### src/rtl/if_queue.sv
// Instruction fetch queue: circular FIFO of {pc, instr, excp} between fetch and decode.
// Optional fetch back-pressure statistics counter enabled by defining IFQ_STATS_EN.
module if_queue #(
   parameter int unsigned            PC_WIDTH    = 32,
   parameter int unsigned            INSTR_WIDTH = 32,
   parameter int unsigned            DEPTH       = 4,
   parameter logic [INSTR_WIDTH-1:0] NOP_INSTR   = INSTR_WIDTH'(32'h00000013)
) (
   input  logic                     clk,
   input  logic                     reset,
   input  logic                     flush_i,
   input  logic                     fetch_valid_i,
   output logic                     fetch_ready_o,
   input  logic [PC_WIDTH-1:0]      fetch_pc_i,
   input  logic [INSTR_WIDTH-1:0]   fetch_instr_i,
   input  logic [1:0]               fetch_excp_i,
   output logic                     id_valid_o,
   input  logic                     id_ready_i,
   output logic [PC_WIDTH-1:0]      id_pc_o,
   output logic [INSTR_WIDTH-1:0]   id_instr_o,
   output logic [1:0]               id_excp_o,
   output logic [$clog2(DEPTH):0]   count_o,
   output logic [31:0]              stall_cnt_o
);

   localparam int unsigned    AW       = $clog2(DEPTH);
   localparam int unsigned    EW       = PC_WIDTH + INSTR_WIDTH + 2;
   localparam logic [AW:0]    FULL_CNT = (AW+1)'(DEPTH);

   logic [EW-1:0]   mem_q [DEPTH];
   logic [AW-1:0]   wr_ptr_q, wr_ptr_d;
   logic [AW-1:0]   rd_ptr_q, rd_ptr_d;
   logic [AW:0]     count_q, count_d;
   logic            enq, deq;
   logic [EW-1:0]   head;

   always_comb begin
      fetch_ready_o = (count_q != FULL_CNT) && !flush_i;
      id_valid_o    = (count_q != '0) && !flush_i;
      enq           = fetch_valid_i && fetch_ready_o;
      deq           = id_valid_o && id_ready_i;
      head          = mem_q[rd_ptr_q];

      if (id_valid_o) begin
         id_pc_o    = head[EW-1 -: PC_WIDTH];
         id_instr_o = head[INSTR_WIDTH+1 -: INSTR_WIDTH];
         id_excp_o  = head[1:0];
      end else begin
         id_pc_o    = '0;
         id_instr_o = NOP_INSTR;
         id_excp_o  = '0;
      end

      // A redirect discards everything; masked handshakes mean enq/deq are already 0.
      if (flush_i) begin
         wr_ptr_d = '0;
         rd_ptr_d = '0;
         count_d  = '0;
      end else begin
         wr_ptr_d = wr_ptr_q + AW'(enq);
         rd_ptr_d = rd_ptr_q + AW'(deq);
         count_d  = count_q + (AW+1)'(enq) - (AW+1)'(deq);
      end
   end

   always_ff @(posedge clk) begin
      if (reset) begin
         wr_ptr_q <= '0;
         rd_ptr_q <= '0;
         count_q  <= '0;
      end else begin
         wr_ptr_q <= wr_ptr_d;
         rd_ptr_q <= rd_ptr_d;
         count_q  <= count_d;
      end
   end

   always_ff @(posedge clk) begin
      if (!reset && enq) begin
         mem_q[wr_ptr_q] <= {fetch_pc_i, fetch_instr_i, fetch_excp_i};
      end
   end

   assign count_o = count_q;

`ifdef IFQ_STATS_EN
   logic [31:0] stall_cnt_q, stall_cnt_d;

   always_comb begin
      stall_cnt_d = stall_cnt_q;
      if (fetch_valid_i && !fetch_ready_o && !flush_i && (stall_cnt_q != '1)) begin
         stall_cnt_d = stall_cnt_q + 32'd1;
      end
   end

   // Survives flush on purpose: it measures back-pressure across redirects.
   always_ff @(posedge clk) begin
      if (reset) begin
         stall_cnt_q <= '0;
      end else begin
         stall_cnt_q <= stall_cnt_d;
      end
   end

   assign stall_cnt_o = stall_cnt_q;
`else
   assign stall_cnt_o = 32'h0;
`endif

endmodule
### config.mk
export PLATFORM = sky130hd
export DESIGN_NAME = if_queue
export DESIGN_NICKNAME = d
export VERILOG_FILES = /design/src/rtl/if_queue.sv
export SDC_FILE = /design/constraint.sdc
export NUM_CORES = 1
export LEC_CHECK = 0
export BUFFER_PORTS_ARGS = -buffer_cell sky130_fd_sc_hd__buf_4
export CORE_MARGIN = 5
export CORE_UTILIZATION = 45
export CTS_CLUSTER_SIZE = 20
export DETAILED_ROUTE_END_ITERATION = 7
export PLACE_DENSITY = 0.7
export SYNTH_ARGS = -nofsm -noshare
export SYNTH_HDL_FRONTEND = slang
export SYNTH_SLANG_ARGS = --single-unit
export TNS_END_PERCENT = 50
### constraint.sdc
create_clock -name clk -period 7.5 [get_ports clk]
set_input_delay 1.5 -clock clk [delete_from_list [all_inputs] [get_ports clk]]
set_output_delay 1.5 -clock clk [all_outputs]
set_load 0.02 [all_outputs]
==> impl_metrics.json <==
{
  "status": "complete, no violations",
  "synth_top_area_share": 0.749,
  "ys_types": 27,
  "p_total_mw": 3.08,
  "synthFlopType": "edfxtp_1",
  "pre_cts_ws_ns": 3.12,
  "seqPwrFrac": 0.546,
  "p_int_mw": 2.49,
  "antenna_cells": 0,
  "vias": 4937,
  "num_rows": 56,
  "numPortBuffers": 141,
  "drt_pass1_iterations": 4,
  "min_to": "wr_ptr_q[1]",
  "r2r_cells": 4,
  "fmax_mhz": 216,
  "yosysTopAreaCell": "edfxtp_1",
  "worst_hold_slack_ns": 0.620,
  "rsz0062_at_grt": "no",
  "crit_path_max_fanout": 42,
  "clk_pin_slew_ns": 0.06,
  "grt_max_degree": 68,
  "design_area_sq_um": 12700,
  "cts_resized": 0,
  "drive_above_1_share": 0.391,
  "synth_seq_cells": 271,
  "cts.sinks": 271,
  "seq_area_frac_synth": 0.763,
  "finalCritPeriodShare": 0.617,
  "cts_buffer_depth": 3,
  "synth.top_cells.by_area": "edfxtp_1 75%, mux4_2 14%, and2_1 3.9%",
  "root_buffer": "clkbuf_16",
  "worstMarginPinSlew_ns": 1.05,
  "required_ns": 6.00,
  "slew-limit-headroom": 0.301,
  "yosys_warnings": 0,
  "grt_pass1_wl_um": 31100,
  "wl_per_cell_um": 20.2,
  "initialDrtViolationCount": 257,
  "critPathLaunchType": "flip-flop",
  "clk_latency_ns": 0.51,
  "antenna_found_initial": 0,
  "hpwlAfterDp_um": 12100,
  "ant_nets": 0,
  "initial_core_util": 0.453,
  "viasPerCell": 5.00,
  "p_per_area_nw_per_um2": 242,
  "switchingPower_uw": 594,
  "grt_pass1_vias": 5434,
  "io_pins": 174,
  "nFillCells": 1806,
  "htree_num_levels": 1,
  "cts_setup_buffers": 0,
  "holdCritStartpoint": "wr_ptr_q[1]",
  "end_kind": "output pin",
  "fin_nets": 722,
  "drcViolationCount": 0,
  "placed_cells": 938,
  "ir_drop_mv": 0.201,
  "worstHoldPathType": "reg -> reg",
  "drv_cap": 0,
  "setup_viol": 0,
  "grt_use_total": 0.151,
  "gr-total-overflow": 0,
  "crit_start": "rd_ptr_q[0]",
  "dieArea_sq_um": 26700,
  "gp_congestion": 0.719,
  "die_w_um": 163,
  "skew_ns": 0.00822,
  "r2r_start": "count_o[1]",
  "crit_arrival_ns": 3.13,
  "switching_share": 0.193,
  "syn2layout_area_growth_pct": 20.4,
  "syn_inst": 492,
  "drv_slew": 0,
  "synth_edf_count": 264,
  "final_cell_mix": "264 x edfxtp_1, 150 x buf_4, 66 x mux4_2, 66 x and2_1, 32 x conb_1",
  "regToRegSetupSlack_ns": 4.47,
  "stdcell_count": 987,
  "syn-cell-area_sq_um": 10600,
  "die_height_um": 163,
  "finalWorstSetupSlack_ns": 2.87,
  "total_leakage_power_nw": 4.33,
  "r2r-end": "mem_q[3][48]",
  "synth_area_per_cell_sq_um": 21.5,
  "async_reset_ff_frac": 0,
  "hold_viol_final": 0,
  "worstHoldPathCells": 2,
  "cts_hold_buf": 0,
  "place_area_sq_um": 11900,
  "period_needed_ns": 4.63,
  "design.core.area_sq_um": 23300,
  "cts_buffers": 27,
  "worst-setup-path-type": "reg -> out",
  "cts_tree": "yes",
  "wirelength_um": 19900,
  "combPwrFrac": 0.043,
  "final_common_cell": "edfxtp_1",
  "pwr-share-clk": 0.410
}
==> worst max path at each step <==
| stage | end | slack (ns) | depth (start not counted) |
|---|---|---|---|
| 2_1_floorplan | mem_q[2][0] | -0.20 | 3 |
| 3_3_place_gp | id_pc_o[18] | 3.14 | 5 |
| 3_5_place_dp | id_pc_o[18] | 3.12 | 5 |
| 4_1_cts | id_instr_o[0] | 2.73 | 4 |
| 5_1_grt | id_instr_o[0] | 2.54 | 4 |
| 6_report | id_instr_o[1] | 2.87 | 4 |
==> cell type report <==
class	count	area, sq um	share of cell area
inverter	1	3.75	0.000295
sequential	271	8080	0.634
multi-input combinational	197	2300	0.180
clock buffer	39	741	0.0581
tap	319	399	0.0313
timing repair buffer	150	1130	0.0884
clock inverter	10	97.6	0.00766
==> metal layers <==
layer | GRT usage | vias up | share of wire
met5 | 0 | - | 0
met4 | 0.0297 | 0 | 0.012
met3 | 0.0474 | 26 | 0.094
met2 | 0.260 | 181 | 0.50
met1 | 0.191 | 2514 | 0.39
li1 | - | 2216 | -
==> state kept, by name, indices dropped and copies added (netlist names) <==
name and count:
rd_ptr_q 2, count_o 3, wr_ptr_q 2, mem_q 264
==> synthesized netlist by cell type (4+ instances only) <==
master and count:
edfxtp_1 264, and2_1 66, mux4_2 66, buf_4 32, buf_2 10, dfxtp_1 7, clkbuf_1 6, nor2_1 4
nor3_1 4, nor3b_1 4
==> power by group through the flow <==
stage	Sequential (mW)	Clock (mW)	Combinational, mW
floorplan	1.72	0	0.0760
global placement	1.71	0	0.130
detailed placement	1.71	0	0.135
CTS	1.68	1.30	0.136
global route	1.68	1.38	0.145
finish	1.68	1.26	0.134
==> kinds of logic (layout without fill, tap and decap cells) <==
family                   after synthesis  in the layout  share of synthesized area
AND/OR/NAND/NOR                       89             89                     0.0523
adder cells (fa/ha/maj)                3              3                    0.00426
multiplexers                          66             66                      0.141
buffers and inverters                 55            200                     0.0345
flip-flops                           271            271                      0.763
XOR/XNOR                               5              5                    0.00414
other                                  1             32                   0.000354
AO/OA/AOI/OAI                          2              2                    0.00130
==> per-stage QoR <==
| step | util | TNS, ns |
|---|---|---|
| floorplan | - | -13.10 |
| global placement | 0.510 | 0 |
| detailed placement | 0.510 | 0 |
| CTS | 0.546 | 0 |
| global route | 0.546 | 0 |
| finish | 0.546 | 0 |
==> worst max-delay path: stages (launching register included) <==
cell     delay, ns
dfxtp_4       0.70
buf_4         0.77
mux4_2        0.58
or3_1         0.33
buf_4         0.17
(Power assumes the default switching activity.)
